===== config.mk =====
export PLATFORM = sky130hd
export DESIGN_NAME = memory_stage
export DESIGN_NICKNAME = d
export VERILOG_FILES = /design/src/rtl/memory_stage_pkg.sv /design/src/rtl/memory_stage_dcache_handshake.sv /design/src/rtl/memory_stage.sv
export SDC_FILE = /design/constraint.sdc
export NUM_CORES = 1
export LEC_CHECK = 0
export ABC_AREA = 1
export CORE_AREA = 2 2 166 168
export CTS_CLUSTER_DIAMETER = 40
export DETAILED_ROUTE_END_ITERATION = 10
export DIE_AREA = 0 0 168 170
export PLACE_DENSITY = 0.56
export SLEW_MARGIN = 20
export SYNTH_ARGS = -nofsm -noshare
export SYNTH_HDL_FRONTEND = slang
export SYNTH_SLANG_ARGS = --single-unit

===== constraint.sdc =====
create_clock -name clk -period 1.9 [get_ports clk]
set_clock_uncertainty 0.15 [all_clocks]
set_input_delay 0.19 -clock clk [delete_from_list [all_inputs] [get_ports clk]]
set_output_delay 0.19 -clock clk [all_outputs]
set_load 0.005 [all_outputs]

===== src/rtl/memory_stage_pkg.sv =====
// Shared control-field indices, handshake FSM encoding and defaults for the MEM stage.
package memory_stage_pkg;

  localparam int MEM_READ_BIT   = 0;
  localparam int MEM_WRITE_BIT  = 1;
  localparam int BRANCH_NE_BIT  = 2;
  localparam int IS_BRANCH_BIT  = 3;

  localparam int MEM_TO_REG_BIT = 0;
  localparam int REG_WRITE_BIT  = 1;

  localparam int TIMEOUT_DEFAULT = 64;

  typedef enum logic {
    ST_IDLE = 1'b0,
    ST_WAIT = 1'b1
  } hs_state_e;

  function automatic logic is_misaligned(input logic mem_op, input logic [1:0] addr_lsb);
    return mem_op && (addr_lsb != 2'b00);
  endfunction

endpackage


===== src/rtl/memory_stage_dcache_handshake.sv =====
// Data-cache request/ready handshake: drives the request, holds the pipeline while
// waiting, and abandons an access that exceeds the timeout.
module dcache_handshake
  import memory_stage_pkg::*;
#(
  parameter int TIMEOUT = TIMEOUT_DEFAULT
) (
  input  logic clk,
  input  logic reset,
  input  logic access,
  input  logic is_write,
  input  logic dc_ready,
  output logic dc_req,
  output logic dc_we,
  output logic cache_stall,
  output logic xfer_done,
  output logic timeout_hit
);

  localparam int TW = $clog2(TIMEOUT + 1);
  localparam logic [TW-1:0] LIMIT = TW'(TIMEOUT - 1);

  hs_state_e       state_q, state_d;
  logic [TW-1:0]   cnt_q, cnt_d, cnt_inc;

  always_comb begin
    state_d     = state_q;
    cnt_d       = cnt_q;
    cnt_inc     = cnt_q + TW'(1);
    dc_req      = 1'b0;
    dc_we       = 1'b0;
    cache_stall = 1'b0;
    xfer_done   = 1'b0;
    timeout_hit = 1'b0;
    case (state_q)
      ST_IDLE: begin
        cnt_d = '0;
        if (access) begin
          dc_req = 1'b1;
          dc_we  = is_write;
          if (dc_ready) begin
            xfer_done = 1'b1;
          end else begin
            state_d     = ST_WAIT;
            cache_stall = 1'b1;
          end
        end
      end
      ST_WAIT: begin
        dc_req = 1'b1;
        dc_we  = is_write;
        // A late ready on the final allowed cycle still wins over the timeout.
        if (dc_ready) begin
          xfer_done = 1'b1;
          state_d   = ST_IDLE;
          cnt_d     = '0;
        end else if (cnt_inc == LIMIT) begin
          timeout_hit = 1'b1;
          state_d     = ST_IDLE;
          cnt_d       = '0;
        end else begin
          cache_stall = 1'b1;
          cnt_d       = cnt_inc;
        end
      end
      default: begin
        state_d = ST_IDLE;
        cnt_d   = '0;
      end
    endcase
    if (reset) begin
      dc_req      = 1'b0;
      dc_we       = 1'b0;
      cache_stall = 1'b0;
      xfer_done   = 1'b0;
      timeout_hit = 1'b0;
    end
  end

  always_ff @(posedge clk) begin
    if (reset) begin
      state_q <= ST_IDLE;
      cnt_q   <= '0;
    end else begin
      state_q <= state_d;
      cnt_q   <= cnt_d;
    end
  end

endmodule


===== src/rtl/memory_stage.sv =====
// MEM stage: data-cache access, branch resolution, MEM/WB registers and bypass sources.
module memory_stage
  import memory_stage_pkg::*;
#(
  parameter int TIMEOUT = TIMEOUT_DEFAULT,
  parameter int CNT_W   = 16
) (
  input  logic             clk,
  input  logic             reset,
  input  logic [31:0]      ALU_OUT,
  input  logic [31:0]      RT_DATA,
  input  logic [4:0]       WRITE_REG,
  input  logic [3:0]       MEM_CTRL,
  input  logic [1:0]       WB_CTRL,
  input  logic             prediction,
  input  logic [31:0]      RECOVER_TAKEN,
  input  logic [31:0]      RECOVER_NOT_TAKEN,
  output logic             DC_REQ,
  output logic             DC_WE,
  output logic [31:0]      DC_ADDR,
  output logic [31:0]      DC_WDATA,
  input  logic             DC_READY,
  input  logic [31:0]      DC_RDATA,
  output logic             cache_stall,
  output logic             flush,
  output logic [31:0]      REDIRECT_PC,
  output logic [31:0]      MEM_DATA,
  output logic [31:0]      REG_ALU_OUT,
  output logic [31:0]      REG_READ_DATA,
  output logic [4:0]       REG_WRITE_REG,
  output logic [1:0]       REG_WB_CTRL,
  output logic [31:0]      WB_DATA,
  output logic             ALIGN_ERR,
  output logic             BUS_ERR,
  output logic [CNT_W-1:0] STALL_CYCLES
);

  logic mem_op, misaligned, access, is_branch, taken;
  logic xfer_done, timeout_hit;

  logic [31:0]      reg_alu_out_q, reg_alu_out_d;
  logic [31:0]      reg_read_data_q, reg_read_data_d;
  logic [4:0]       reg_write_reg_q, reg_write_reg_d;
  logic [1:0]       reg_wb_ctrl_q, reg_wb_ctrl_d;
  logic             align_err_q, align_err_d;
  logic             bus_err_q, bus_err_d;
  logic [CNT_W-1:0] stall_cnt_q, stall_cnt_d;

  assign mem_op     = MEM_CTRL[MEM_READ_BIT] | MEM_CTRL[MEM_WRITE_BIT];
  assign misaligned = is_misaligned(mem_op, ALU_OUT[1:0]);
  assign access     = mem_op & ~misaligned;

  dcache_handshake #(.TIMEOUT(TIMEOUT)) u_hs (
    .clk         (clk),
    .reset       (reset),
    .access      (access),
    .is_write    (MEM_CTRL[MEM_WRITE_BIT]),
    .dc_ready    (DC_READY),
    .dc_req      (DC_REQ),
    .dc_we       (DC_WE),
    .cache_stall (cache_stall),
    .xfer_done   (xfer_done),
    .timeout_hit (timeout_hit)
  );

  assign DC_ADDR  = ALU_OUT;
  assign DC_WDATA = RT_DATA;
  assign MEM_DATA = ALU_OUT;

  // A memory op sharing an encoding with a branch suppresses the flush.
  assign is_branch   = MEM_CTRL[IS_BRANCH_BIT];
  assign taken       = is_branch & ((ALU_OUT == 32'd0) ^ MEM_CTRL[BRANCH_NE_BIT]);
  assign flush       = ~reset & is_branch & ~mem_op & (taken != prediction);
  assign REDIRECT_PC = taken ? RECOVER_TAKEN : RECOVER_NOT_TAKEN;

  always_comb begin
    reg_alu_out_d   = reg_alu_out_q;
    reg_read_data_d = reg_read_data_q;
    reg_write_reg_d = reg_write_reg_q;
    reg_wb_ctrl_d   = reg_wb_ctrl_q;
    if (!cache_stall) begin
      reg_alu_out_d   = ALU_OUT;
      reg_write_reg_d = WRITE_REG;
      reg_wb_ctrl_d   = WB_CTRL;
      reg_read_data_d = (xfer_done && MEM_CTRL[MEM_READ_BIT]) ? DC_RDATA : 32'd0;
    end
    align_err_d = align_err_q | misaligned;
    bus_err_d   = bus_err_q | timeout_hit;
    stall_cnt_d = stall_cnt_q;
    if (cache_stall && (stall_cnt_q != {CNT_W{1'b1}})) begin
      stall_cnt_d = stall_cnt_q + CNT_W'(1);
    end
  end

  always_ff @(posedge clk) begin
    if (reset) begin
      reg_alu_out_q   <= '0;
      reg_read_data_q <= '0;
      reg_write_reg_q <= '0;
      reg_wb_ctrl_q   <= '0;
      align_err_q     <= 1'b0;
      bus_err_q       <= 1'b0;
      stall_cnt_q     <= '0;
    end else begin
      reg_alu_out_q   <= reg_alu_out_d;
      reg_read_data_q <= reg_read_data_d;
      reg_write_reg_q <= reg_write_reg_d;
      reg_wb_ctrl_q   <= reg_wb_ctrl_d;
      align_err_q     <= align_err_d;
      bus_err_q       <= bus_err_d;
      stall_cnt_q     <= stall_cnt_d;
    end
  end

  assign REG_ALU_OUT   = reg_alu_out_q;
  assign REG_READ_DATA = reg_read_data_q;
  assign REG_WRITE_REG = reg_write_reg_q;
  assign REG_WB_CTRL   = reg_wb_ctrl_q;
  assign WB_DATA       = reg_wb_ctrl_q[MEM_TO_REG_BIT] ? reg_read_data_q : reg_alu_out_q;
  assign ALIGN_ERR     = align_err_q;
  assign BUS_ERR       = bus_err_q;
  assign STALL_CYCLES  = stall_cnt_q;

endmodule


==> metrics, run 1 <==
status complete, but fails checks; failing checks setup timing; final setup vio count approximately 120; htree depth 3; WHS Path Cells 4; Peak VDD IR a little over 0.3 mV; Critical Path Sink Type register; row count 60; Worst EP arrival 2230 ps; R2R Setup Slk -210 ps; Hold Crit Endpoint REG_ALU_OUT[20]; critical path startpoint category register; global router's overall resource usage around 18%; CTS Sinks 97; final setup TNS -8670 ps; Overflow after GRT 0; Final Max Tran Viols 0; Post-Layout Cell Count between 1500 and 2000; Placed Area 9410 um2; most common cell after layout, fill and taps aside clkdlybuf4s50_1; DRC errors left 0; Core ar. approximately 27000 um2; DRT Pass-1 Iters 4; IO buf count 363; final-layout fill cell count around 2800; CP peak stage delay approximately 360 ps; Seq/Total Area, Yosys between 30% and 40%; CTS Buf Count 9; Max-Cap Viols 0; Hold Fails Final Rpt 0; Comb pwr share roughly 28%; CP Depth 14; Crit path max-delay family simple AND/OR/NAND/NOR gates; Starting DRT DRC Count around 300; pre-CTS setup slack -1180 ps; Vias/cell between 4 and 5; count of different cell masters after synthesis 28; Net Count, Synth between 1000 and 1500; Final Worst Setup Slack -208 ps; WL final between 20 and 30 mm; post-route clock period utilization 111%; Slowest cell on crit path dfxtp_2; number of flops mapped to enable cells by yosys 0; initial antenna violation count 0; n_diodes 0; post-DP HPWL about 18 mm; DIE AREA 28600 um2; most frequent cells in the layout clkdlybuf4s50_1, nor2_1, dfxtp_1, buf_4, inv_1; P_sw ~0.0017 W; CP required approximately 2000 ps; Initial Util 20.9%; worst-skew pair later-pin latency 350 ps; first-pass GRT wire length 38.6 mm; ys flop type dfxtp_1; Syn Inst Count between 800 and 900; antenna viol nets, final 0; IO Count ~430; critical path type register to register; routability congestion estimate slightly above 0.8; fmax between 0.4 and 0.5 GHz; placed cells ~1500; Die Ht 170 um; Post-synth ARST share 0%; warnings from Yosys 0; Seq pwr share a little under two fifths; Yosys reg bits 97; relative slew slack ~63%; peak fanout along the critical path 11; vias in the first global route roughly 6500; Reg clk slew, reported paths around 90 ps; Final nets between 1000 and 1500; via count between 6000 and 7000; RSZ-0062 raised after global routing true; worst-margin pin slew approximately 560 ps; Total Power 0.00563 W; Worst R2R Start u_hs.cnt_q[0]; Mean Syn Cell Area between 6 and 7 um2; Tmin final 2110 ps; reg-to-reg endpoint STALL_CYCLES[4]; largest net degree at the start of global routing 38; R2R depth 14; design area 10900 um2; Root Buffer Master clkbuf_16; class of the worst hold path primary input to register; post-DR wirelength/cell 17.1 um; sw frac between 20% and 30%; Int Pwr approximately 0.0040 W; CP Cell Sequence ha_4 > inv_2 > nand2_2 > nand2_2 > nor2_1 > nand2_1 > nor2_4 > nand3_4 > buf_4 > buf_12 > nand3_4 > clkbuf_16 > nand2_1 > a21oi_1; Die X between 150 and 200 um; clock share of power around 34%; post-synthesis instance area approximately 5600 um2; Hold Startpoint ALU_OUT[20]; layout cells sized above 1 between 20% and 30%; Max Root-Sink Buffers 2; CP Buf/Inv Count 4; P&R area growth vs syn 95.5%; CTS tree yes; PwrDens 517 nW/um2; Pleak 4.65 nW
[metrics by stage]
step | util [%] | hold slack, ps
floorplan | - | 144
global placement | 35.3 | 230
detailed placement | 35.3 | 230
CTS | 39.0 | 19.2
global route | 40.9 | 28.8
finish | 40.9 | 31.4
[registers in the layout, summed over array words and instances (netlist names)]
signal,cells
ALIGN_ERR,1
BUS_ERR,1
REG_ALU_OUT,32
REG_READ_DATA,32
REG_WB_CTRL,2
REG_WRITE_REG,5
STALL_CYCLES,16
u_hs.cnt_q,7
u_hs.state_q,1
[Yosys cell counts (10+ instances only)]
library cell	instances	area [um2]
dfxtp_1	97	1940
nor2_1	161	604
clkbuf_1	17	63.8
a21oi_1	50	250
o21ai_1	38	190
inv_1	87	327
nand4_1	20	125
nand3_1	44	220
o22ai_1	32	200
nand2_1	136	510
buf_4	97	728
buf_2	10	50.1
[cells by family after synthesis]
| kind of cell | share of synthesized area (%) |
|---|---|
| AOI/OAI and AO/OA | 12.2 |
| adders and majority gates | 0.673 |
| and+or+nand+nor | 27.8 |
| xor gates and xnor gates | 1.41 |
| DFF | 34.8 |
| buffers and inverters | 23.1 |
[tightest hold or removal path: stages]
cell and delay, ps:
clkbuf_2 90, buf_4 110, nor2_1 40, nor2_1 80
[repair_timing]
item	CTS	global route
gates resized for setup	400	130
hold buffers	0	0
buffers inserted	21	16
pin swaps	51	49
setup endpoints to repair	156	136
cloned	14	2
[layout make-up]
type	instances	area, um2	area share [%]
Clock buffer	9	225	2.06
Inverter	90	343	3.14
Clock inverter	7	77.6	0.711
Tap cell	341	427	3.91
Timing Repair Buffer	499	4970	45.5
Multi-Input combinational cell	510	2920	26.8
Sequential cell	97	1950	17.9
[worst max-delay path by stage]
stage	from	end	slack (ps)
4_1_cts	u_hs.cnt_q[1]	cache_stall	-200
3_5_place_dp	ALU_OUT[29]	REDIRECT_PC[14]	-1180
6_report	u_hs.cnt_q[0]	STALL_CYCLES[4]	-210
5_1_grt	u_hs.cnt_q[1]	STALL_CYCLES[4]	-320
2_1_floorplan	u_hs.cnt_q[0]	REG_WB_CTRL[0]	30
3_3_place_gp	ALU_OUT[29]	REDIRECT_PC[14]	-1210
[routing by layer]
metal	vias to the layer above	share of wire [%]	global-route usage (%)
li1	3313	-	-
met1	3119	42	22.2
met2	248	49	29.8
met3	25	7.2	4.49
met4	0	1.2	4.12
met5	-	0	0
[power groups by stage]
| stage | Sequential [W] | Clock, W | Combinational, W |
|---|---|---|---|
| global placement | 0.00220 | 0 | 0.00143 |
| detailed placement | 0.00220 | 0 | 0.00142 |
| CTS | 0.00215 | 0.00197 | 0.00151 |
| floorplan | 0.00219 | 0 | 0.000510 |
| global route | 0.00216 | 0.00202 | 0.00171 |
| finish | 0.00215 | 0.00189 | 0.00159 |
(Power assumes the default switching activity.)
==> run 2, diff against run 1 <==
ABC_AREA = unset   (was 1)
CORE_AREA = 2 2 165 167   (was 2 2 166 168)
DIE_AREA = 0 0 167 169   (was 0 0 168 170)
PLACE_DENSITY = 0.55   (was 0.56)
==> run 2 against run 1 <==
  * The flow still finishes with violations (setup timing)
  * Critical path depth down 4
  * Non-clock buffer count up 15
  * Final area rose by 2.2%
  * Maximum frequency shrank 15%
  * Setup slack worse by 380 ps
  * Sequential share of layout area down 0.28 points
  * Utilization is 1.2 points higher
  * Clock power is 3% higher
  * Largest cell class unchanged
  * Combinational power is 4% lower
  * Highest routed layer unchanged
  * First-iteration DRC count fell by 27%
  * Critical endpoint is now REG_READ_DATA[8]
==> metrics, run 2 <==
status complete, but fails checks (unchanged); failing checks setup timing (unchanged); worst-margin pin slew 603 ps (was 560 ps); P&R area growth vs syn 114% (was 95.5%); WL final 25.7 mm (was 26.5 mm); post-route clock period utilization 131% (was 111%); DRC errors left 0 (unchanged); Net Count, Synth 758 (was 1012); R2R Setup Slk -590 ps (was -210 ps); Seq/Total Area, Yosys 37.3% (was 34.8%); count of different cell masters after synthesis 43 (was 28); Tmin final 2490 ps (was 2110 ps); antenna viol nets, final 0 (unchanged); Final nets 1155 (was 1385); largest cells by area after synthesis dfxtp_1, buf_4, mux2_2 (was dfxtp_1, buf_4, nor2_1); Hold Crit Endpoint REG_ALU_OUT[15] (was REG_ALU_OUT[20]); Worst R2R Start u_hs.cnt_q[1] (was u_hs.cnt_q[0]); final setup TNS -60160 ps (was -8670 ps); CTS Sinks 97 (unchanged); Vias/cell 4.31 (was 4.32); R2R depth 10 (was 14); worst-skew pair later-pin latency 350 ps (about the same); post-synthesis instance area 5200 um2 (was 5580 um2); Yosys reg bits 97 (unchanged); number of flops mapped to enable cells by yosys 0 (unchanged); initial antenna violation count 0 (unchanged); post-DP HPWL 17.8 mm (was 17.7 mm); Pleak 4.90 nW (was 4.65 nW); Worst EP arrival 2590 ps (was 2230 ps); Final Max Tran Viols 0 (unchanged); Die X 167 um (was 168 um); routability congestion estimate 0.808 (was 0.812); Synth top cells by count buf_4, dfxtp_1, nand2_1 (was nor2_1, nand2_1, buf_4, dfxtp_1, inv_1); Max Root-Sink Buffers 2 (unchanged); Peak VDD IR 0.395 mV (was 0.302 mV); warnings from Yosys 0 (unchanged); Initial Util 19.6% (was 20.9%); Hold Fails Final Rpt 0 (unchanged); GR peak layer met2 (unchanged); most frequent cells in the layout clkdlybuf4s50_1, buf_4, dfxtp_1, buf_6, nand2_1 (was clkdlybuf4s50_1, nor2_1, dfxtp_1, buf_4, inv_1); class of the worst hold path primary input to register (unchanged); Max-Cap Viols 0 (unchanged); reg-to-reg endpoint REG_READ_DATA[8] (was STALL_CYCLES[4]); area leader, netlist dfxtp_1 (unchanged); critical path startpoint category register (unchanged); RSZ-0062 raised after global routing true (unchanged); peak fanout along the critical path 6 (was 11); vias in the first global route 5548 (was 6547); row count 60 (unchanged); count leader, synth buf_4 (was nor2_1); relative slew slack 59.8% (was 62.7%); Overflow after GRT 0 (unchanged); Starting DRT DRC Count 226 (was 309); Die Ht 169 um (was 170 um); CTS Buf Count 9 (unchanged); IO Count 428 (unchanged); first-pass GRT wire length 35.4 mm (was 38.6 mm); Post-synth ARST share 0% (unchanged); met2 Use GR 28.0% (was 29.8%); post-DR wirelength/cell 19.4 um (was 17.1 um); DIE AREA 28200 um2 (was 28600 um2); Critical Path Sink Type register (unchanged); n_diodes 0 (unchanged); Final Worst Setup Slack -593 ps (was -208 ps); htree depth 3 (unchanged); Syn Inst Count 580 (was 834); Hold Startpoint ALU_OUT[15] (was ALU_OUT[20]); DRT Pass-1 Iters 4 (unchanged); global router's overall resource usage 16.4% (was 17.5%); critical path type register to register (unchanged); most common cell after layout, fill and taps aside clkdlybuf4s50_1 (unchanged); PwrDens 504 nW/um2 (was 517 nW/um2); CP required 1990 ps (was 2020 ps); Core ar. 26500 um2 (was 26700 um2); CTS tree yes (unchanged); largest net degree at the start of global routing 33 (was 38); Mean Syn Cell Area 8.97 um2 (was 6.69 um2); fmax 0.401 GHz (was 0.474 GHz); ys flop type dfxtp_1 (unchanged); Root Buffer Master clkbuf_16 (unchanged); final setup vio count 126 (was 115); M3 GR Usage 3.39% (was 4.49%); grt met1 use 21.3% (was 22.2%); via count 5701 (was 6705); layout cells sized above 1 45.2% (was 29.5%); Reg clk slew, reported paths 70 ps (was 90 ps); IO buf count 363 (unchanged); WHS Path Cells 4 (unchanged); Synth top area share 37.3% (was 34.8%); pre-CTS setup slack -1520 ps (was -1180 ps)
[run 2: cell count changes in the layout (fill, tap and decap cells not counted), sizes merged, moves of 11 or more]
| cell | delta |
|---|---|
| o21ai | -36 |
| nand3 | -39 |
| clkbuf | +13 |
| buf | +18 |
| mux2 | +66 |
| o22ai | -31 |
| nand4 | -11 |
| nor2 | -152 |
| nand2 | -42 |
| a22o | +32 |
| dlygate4sd2 | -18 |
| inv | -85 |
[run 2: how the worst max path moves through the flow]
stage             startpoint                to  slack (ps)  cells after the start
2_1_floorplan  u_hs.cnt_q[1]   STALL_CYCLES[7]        -300                      8
3_3_place_gp     ALU_OUT[19]   REDIRECT_PC[20]       -1510                     10
3_5_place_dp     ALU_OUT[19]    REDIRECT_PC[9]       -1520                     10
4_1_cts        u_hs.cnt_q[0]   STALL_CYCLES[9]        -630                     10
5_1_grt          ALU_OUT[26]   REDIRECT_PC[26]        -660                     12
6_report       u_hs.cnt_q[1]  REG_READ_DATA[8]        -590                     10
[run 2: metal layers]
layer  vias up  share of wire [%]  wire, um
li1       2756                  -         -
met1      2741                 44     11400
met2       184                 50     12800
met3        20                5.0      1270
met4         0               0.92       236
met5         -                  0         0
[run 2: where the power goes]
part / total (W) / switching [W] / internal [W] / leakage (nW)
sequential: 0.00216 / 0.0000711 / 0.00209 / 0.797
combinational: 0.00153 / 0.000539 / 0.000988 / 3.96
clock: 0.00194 / 0.000867 / 0.00107 / 0.150
[run 2: cells by family after synthesis]
group	after synthesis	share of synthesized area, %
DFF	97	37.3
muxes	66	14.3
and+or+nand+nor	161	14.3
xor gates and xnor gates	5	0.842
adders and majority gates	3	0.722
AOI/OAI and AO/OA	113	14.6
buffers and inverters	135	17.9
[run 2: critical path: stages, from the launching register on]
cell and delay [ps]:
dfxtp_4 360, nand3_4 80, or3_4 350, a2111oi_4 340
a311o_2 290, buf_6 120, inv_6 40, buf_8 130
buf_12 140, clkbuf_16 170, a22o_1 200
[run 2: final cells by class]
| type | instances | area (um2) |
|---|---|---|
| Fill cell | 2583 | 15300 |
| Timing Repair Buffer | 514 | 5180 |
| Multi-Input combinational cell | 348 | 3240 |
| Sequential cell | 97 | 1960 |
| Tap cell | 341 | 427 |
| Clock buffer | 11 | 243 |
| Clock inverter | 5 | 65.1 |
| Inverter | 7 | 31.3 |
[run 2: timing repair]
item | CTS | global route
setup endpoints to repair | 164 | 160
gates cloned | 5 | 9
endpoints found under the hold margin | 1 | 0
hold buffers | 1 | 0
gates resized for setup | 416 | 219
pin swaps | 27 | 44
buffers inserted | 15 | 31
[run 2: per-stage QoR]
| stage | utilization [%] | hold WS, ps | instance area [um2] | instances | power [W] |
|---|---|---|---|---|---|
| global placement | 34.8 | 230 | 9230 | 1252 | 0.00344 |
| floorplan | - | 165 | 5350 | 580 | 0.00262 |
| detailed placement | 34.8 | 230 | 9230 | 1252 | 0.00344 |
| global route | 42.1 | 70.0 | 11200 | 1323 | 0.00585 |
| CTS | 38.6 | 52.9 | 10200 | 1288 | 0.00554 |
| finish | 42.1 | 79.3 | 11200 | 1323 | 0.00562 |
==> run 3, diff against run 2 <==
ABC_CLOCK_PERIOD_IN_PS = 1900   (was unset)
CTS_CLUSTER_SIZE = 8   (was unset)
==> results of run 3 <==
Same layout as run 2: the final DEF is identical, and so are final timing and power.
